<file path="config.mk">
export PLATFORM = sky130hd
export DESIGN_NAME = scoreboard_register_file
export DESIGN_NICKNAME = d
export VERILOG_FILES = /design/src/rtl/regfile_pkg.sv /design/src/rtl/regfile_scoreboard.sv /design/src/rtl/scoreboard_register_file.sv
export SDC_FILE = /design/constraint.sdc
export NUM_CORES = 1
export LEC_CHECK = 0
export CAP_MARGIN = 20
export CORE_ASPECT_RATIO = 0.5
export CORE_MARGIN = 1
export CORE_UTILIZATION = 45
export DETAILED_ROUTE_END_ITERATION = 12
export HOLD_SLACK_MARGIN = 0.1
export PLACE_DENSITY_LB_ADDON = 0.25
export REMOVE_ABC_BUFFERS = 1
export SKIP_LAST_GASP = 1
export SYNTH_ARGS = -nofsm -noshare
export SYNTH_HDL_FRONTEND = slang
export SYNTH_HIERARCHICAL = 1
export SYNTH_SLANG_ARGS = --single-unit
export TNS_END_PERCENT = 20
</file>
<file path="constraint.sdc">
create_clock -name clk -period 18.4 [get_ports clk]
set_input_delay 2.76 -clock clk [delete_from_list [all_inputs] [get_ports clk]]
set_output_delay 2.76 -clock clk [all_outputs]
set_load 0.1 [all_outputs]
</file>
<file path="src/rtl/regfile_pkg.sv">
// Shared constants and types for the scoreboarded register file.
package regfile_pkg;

    localparam int DEFAULT_DATA_W   = 32;
    localparam int DEFAULT_NUM_REGS = 16;
    localparam int DEFAULT_PC_IDX   = DEFAULT_NUM_REGS - 1;
    localparam int DEFAULT_ADDR_W   = $clog2(DEFAULT_NUM_REGS);

    typedef logic [DEFAULT_ADDR_W-1:0] reg_addr_t;
    typedef logic [DEFAULT_DATA_W-1:0] reg_data_t;

endpackage

</file>
<file path="src/rtl/regfile_scoreboard.sv">
// Busy-bit tracking for in-flight producers, with an incrementally maintained
// count of outstanding registers. A set and a clear of the same register in
// one cycle leave it busy (the newer producer wins).
module regfile_scoreboard
    import regfile_pkg::*;
#(
    parameter  int NUM_REGS = DEFAULT_NUM_REGS,
    localparam int ADDR_W   = $clog2(NUM_REGS)
) (
    input  logic                clk,
    input  logic                rst,
    input  logic                set_en,
    input  logic [ADDR_W-1:0]   set_addr,
    input  logic                clr_en,
    input  logic [ADDR_W-1:0]   clr_addr,
    output logic [NUM_REGS-1:0] busy,
    output logic [ADDR_W:0]     count
);

    logic [NUM_REGS-1:0] busy_d;
    logic [NUM_REGS-1:0] busy_q;
    logic [ADDR_W:0]     count_d;
    logic [ADDR_W:0]     count_q;
    logic                rise_s;
    logic                fall_s;

    // Next busy vector and count: clear first so a same-address set overrides it.
    always_comb begin
        busy_d  = busy_q;
        count_d = count_q;
        rise_s  = set_en && !busy_q[set_addr];
        fall_s  = clr_en && busy_q[clr_addr] && !(set_en && (set_addr == clr_addr));
        if (clr_en) begin
            busy_d[clr_addr] = 1'b0;
        end else begin
            busy_d = busy_q;
        end
        if (set_en) begin
            busy_d[set_addr] = 1'b1;
        end else begin
            busy_d[set_addr] = busy_d[set_addr];
        end
        case ({rise_s, fall_s})
            2'b10:   count_d = count_q + {{ADDR_W{1'b0}}, 1'b1};
            2'b01:   count_d = count_q - {{ADDR_W{1'b0}}, 1'b1};
            default: count_d = count_q;
        endcase
    end

    // Scoreboard state registers.
    always_ff @(posedge clk or posedge rst) begin
        if (rst) begin
            busy_q  <= {NUM_REGS{1'b0}};
            count_q <= {(ADDR_W+1){1'b0}};
        end else begin
            busy_q  <= busy_d;
            count_q <= count_d;
        end
    end

    assign busy  = busy_q;
    assign count = count_q;

endmodule

</file>
<file path="src/rtl/scoreboard_register_file.sv">
// Two-read, one-write register file with a PC alias slot and a busy scoreboard.
// Define REGFILE_BYPASS_EN to forward same-cycle write data to the read ports.
module scoreboard_register_file
    import regfile_pkg::*;
#(
    parameter  int DATA_W   = DEFAULT_DATA_W,
    parameter  int NUM_REGS = DEFAULT_NUM_REGS,
    parameter  int PC_IDX   = NUM_REGS - 1,
    localparam int ADDR_W   = $clog2(NUM_REGS)
) (
    input  logic              clk,
    input  logic              rst,
    input  logic              we,
    input  logic [ADDR_W-1:0] wa,
    input  logic [DATA_W-1:0] wd,
    input  logic [ADDR_W-1:0] ra1,
    input  logic [ADDR_W-1:0] ra2,
    input  logic [DATA_W-1:0] pc_in,
    input  logic              mark,
    input  logic [ADDR_W-1:0] mark_addr,
    output logic [DATA_W-1:0] rd1,
    output logic [DATA_W-1:0] rd2,
    output logic              busy1,
    output logic              busy2,
    output logic              stall,
    output logic [ADDR_W:0]   busy_count
);

    localparam logic [ADDR_W-1:0] PC_ADDR = ADDR_W'(PC_IDX);

    logic [DATA_W-1:0]   rf_d [NUM_REGS];
    logic [DATA_W-1:0]   rf_q [NUM_REGS];
    logic [NUM_REGS-1:0] busy_vec_s;
    logic                wr_ok_s;
    logic                mark_ok_s;

    assign wr_ok_s   = we && (wa != PC_ADDR);
    assign mark_ok_s = mark && (mark_addr != PC_ADDR);

    regfile_scoreboard #(
        .NUM_REGS (NUM_REGS)
    ) u_scoreboard (
        .clk      (clk),
        .rst      (rst),
        .set_en   (mark_ok_s),
        .set_addr (mark_addr),
        .clr_en   (wr_ok_s),
        .clr_addr (wa),
        .busy     (busy_vec_s),
        .count    (busy_count)
    );

    // Storage next state: the PC slot is never written.
    always_comb begin
        rf_d = rf_q;
        if (wr_ok_s) begin
            rf_d[wa] = wd;
        end else begin
            rf_d = rf_q;
        end
    end

    // Storage registers.
    always_ff @(posedge clk or posedge rst) begin
        if (rst) begin
            rf_q <= '{default: {DATA_W{1'b0}}};
        end else begin
            rf_q <= rf_d;
        end
    end

    // Read port 1: PC alias, optional forwarding, then storage.
    always_comb begin
        rd1   = rf_q[ra1];
        busy1 = busy_vec_s[ra1];
        if (ra1 == PC_ADDR) begin
            rd1   = pc_in;
            busy1 = 1'b0;
`ifdef REGFILE_BYPASS_EN
        end else if (wr_ok_s && !rst && (wa == ra1)) begin
            rd1   = wd;
            busy1 = 1'b0;
`endif
        end else begin
            rd1   = rf_q[ra1];
            busy1 = busy_vec_s[ra1];
        end
    end

    // Read port 2: same selection as port 1.
    always_comb begin
        rd2   = rf_q[ra2];
        busy2 = busy_vec_s[ra2];
        if (ra2 == PC_ADDR) begin
            rd2   = pc_in;
            busy2 = 1'b0;
`ifdef REGFILE_BYPASS_EN
        end else if (wr_ok_s && !rst && (wa == ra2)) begin
            rd2   = wd;
            busy2 = 1'b0;
`endif
        end else begin
            rd2   = rf_q[ra2];
            busy2 = busy_vec_s[ra2];
        end
    end

    assign stall = busy1 || busy2;

endmodule
</file>
==> out/metrics.cfg <==
[global_route]
grt_pass1_vias=18000
grt_start_max_net_pins=133
antenna_found_initial=0
grt_pass1_wl_mm=113
gr-total-overflow=0
grt_use_total=0.238

[placement]
gp_congestion=0.829
portBuffers=155
place_hpwl_mm=40.4

[clocking]
clockBufferDepth=3
ctsResizeCount=0
cts_setup_buffers=0
cts_tree=yes
hold_buffers=0
clkLatencyLatePin_ns=0.58
htree_num_levels=2
cts_inserted_buffers=50
root_buffer=clkbuf_16
clkSinkCount=501
clk_pin_slew_ns=0.06

[run_status]
status=finished clean

[routing]
dr_total_vias=17800
wl_mm=73.7
routedWlPerCell_um=26.0
via_per_inst=6.29
detail-route-antenna-nets=0
drt_iter0_drc=1414
drc=0
first_pass_iters=5

[run]
maxCapViolCount=0

[synth]
synth_top_family_by_area=multiplexers
synth_compound_area_frac=0.0571
ys_ff_latch=501
synth.avg_cell_area_um2=14.4
ys.warnings.count=6
ys_seq_area_frac=0.450
synth_edf_count=0
synthXorXnorAreaFrac=0.00283
syn-cell-area_um2=27800
muxShareOfSynthArea=0.427
yosysUniqueCellTypes=54
ys.flop_type=dfrtp_1
synth_simple_gate_area_frac=0.0263
synth_cells=1927
async_reset_ff_frac=1.00
synth_fa_ha_area_frac=0.00252

[setup_path]
reg2reg_from=u_scoreboard/busy[0]$_DFF_PP0_
crit_top_cell=buf_4
timing.critical_path.cells=clkbuf_8 -> buf_4 -> buf_4 -> mux4_2 -> nor2b_1 -> a211oi_1 -> a21oi_1 -> clkdlybuf4s50_1
path_class=in2out
critPathMaxFanout=49
cpPeakStageDelay_ns=1.20
worstPathRequired_ns=15.64
cp_slowest_cell=clkdlybuf4s50_1
start_kind=primary input
cp-startpoint=ra2[1]
cp-end-kind=output pin
worstPathArrival_ns=6.87

[floorplan]
die_y_um=178
pin_count=156
start_util=0.456
num_rows=64
die_area_um2=62900
core-area_um2=61100
die_w_um=354

[layout]
n_antenna_cell=0
syn2layout_area_growth_pct=13.2
nNetsFinal=2062
layout-drive-gt1-share=0.444

[sta]
relSlewSlack=0.276
rsz0062_at_grt=no
min_period_ns=9.63
finalCritPeriodShare=0.523
drv_slew=0
hold_viol=0
setup_viol=0
fin_skew_ns=0.0126
max_slew.worst_pin.slew_ns=1.08
setup_tns_ns=0
timing.fmax_ghz=0.104

[hold_path]
holdCritStartpoint=u_scoreboard/count[4]$_DFFE_PP0P_
hold_class=reg2reg

[pwr]
leakage_nw=12.7
power_mw=3.73
ir_worst_vdd_uv=113
powerDensity_nw_per_um2=119

synthesized netlist by cell type, types with 15 or more instances:
cell / n / area share
clkbuf_1: 71 / 0.0096
nor2b_1: 36 / 0.0081
a211o_1: 31 / 0.0098
o21ai_0: 83 / 0.015
a21oi_1: 39 / 0.0070
mux2i_1: 74 / 0.027
a211oi_1: 33 / 0.0089
mux2_2: 504 / 0.20
mux4_2: 236 / 0.19
nor2_1: 50 / 0.0067
dfrtp_1: 501 / 0.45
o22ai_1: 34 / 0.0076
buf_2: 100 / 0.018
nand2_1: 15 / 0.0020
area by class of cell:
| type | instances | area, um^2 |
|---|---|---|
| multi-input combinational | 1225 | 14400 |
| clock buffer | 71 | 1470 |
| fill | 5117 | 29600 |
| sequential | 501 | 12500 |
| timing repair buffer | 190 | 1820 |
| tap | 825 | 1030 |
| clock inverter | 17 | 190 |
| inverter | 5 | 26.3 |
layer usage:
layer | track usage | wire [um] | share of wire | up-vias
met5 | 0 | 0 | 0 | -
met4 | 0.0538 | 1280 | 0.017 | 0
met3 | 0.0472 | 4700 | 0.064 | 108
met2 | 0.376 | 34600 | 0.47 | 557
met1 | 0.340 | 33100 | 0.45 | 9621
li1 | - | - | - | 7528
critical path, delay by kind of cell:
kind | cells | cell delay [ns]
buffers and inverters | 4 | 3.15
AOI/OAI and AO/OA | 2 | 0.38
muxes | 1 | 0.34
and+or+nand+nor | 1 | 0.13
power breakdown:
part           total (mW)  internal (mW)  switching (mW)
Clock                1.04          0.598           0.447
Sequential           1.56           1.36           0.193
Combinational        1.13          0.559           0.573
Total                3.73           2.52            1.21
flip-flops by register name, indices dropped and copies added, names as in the netlist:
| name | flops |
|---|---|
| u_scoreboard/busy | 16 |
| rf_q | 480 |
| u_scoreboard/count | 5 |
worst paths after layout:
kind,endpoint,slack [ns],depth (start not counted)
hold / removal,u_scoreboard/count[4]$_DFFE_PP0P_,0.47,1
max in group asynchronous,rf_q[491]$_DFFE_PP0P_,13.22,4
setup reg to reg,u_scoreboard/count[4]$_DFFE_PP0P_,15.17,12
min in group asynchronous,rf_q[471]$_DFFE_PP0P_,2.81,2
setup / recovery,rd2[31],8.77,8
hold reg to reg,u_scoreboard/count[4]$_DFFE_PP0P_,0.47,1
kinds of logic (layout without fill, tap and decap cells):
logic type / count (synthesis) / count (layout)
AO/OA/AOI/OAI: 248 / 248
XOR/XNOR: 9 / 9
adder cells (fa/ha/maj): 5 / 5
buffers and inverters: 201 / 283
flip-flops: 501 / 501
multiplexers: 825 / 825
AND/OR/NAND/NOR: 138 / 138
cell usage in the layout (no fill, tap or decap), types with 5 or more instances in the layout:
| cell | instances |
|---|---|
| nor2_4 | 9 |
| clkdlybuf4s50_1 | 147 |
| clkinv_2 | 10 |
| o21ai_0 | 83 |
| buf_4 | 36 |
| nor2b_1 | 35 |
| nor2_1 | 42 |
| clkbuf_16 | 51 |
| o22ai_1 | 34 |
| buf_6 | 5 |
| a211oi_1 | 33 |
| nand2b_1 | 10 |
| clkbuf_1 | 8 |
| mux2_1 | 10 |
| mux4_2 | 236 |
| a21oi_1 | 39 |
| nand2_1 | 14 |
| o31ai_1 | 5 |
| mux2_2 | 504 |
| clkbuf_8 | 13 |
| a211o_1 | 31 |
| mux2i_1 | 74 |
| dfrtp_1 | 501 |
| xnor2_1 | 5 |
metrics by stage:
step / hold WS [ns] / setup slack, ns / instance area [um^2] / instances / util
after CTS: 0.470 / 8.71 / 31500 / 2834 / 0.515
after floorplan: 0.470 / 2.25 / 26900 / 1731 / -
final: 0.467 / 8.77 / 31500 / 2834 / 0.515
after detailed placement: 0.462 / 8.72 / 29800 / 2746 / 0.488
after global routing: 0.495 / 8.54 / 31500 / 2834 / 0.515
after global placement: 0.458 / 8.73 / 29800 / 2746 / 0.488
Note: power is estimated with default switching activity, not from simulation.
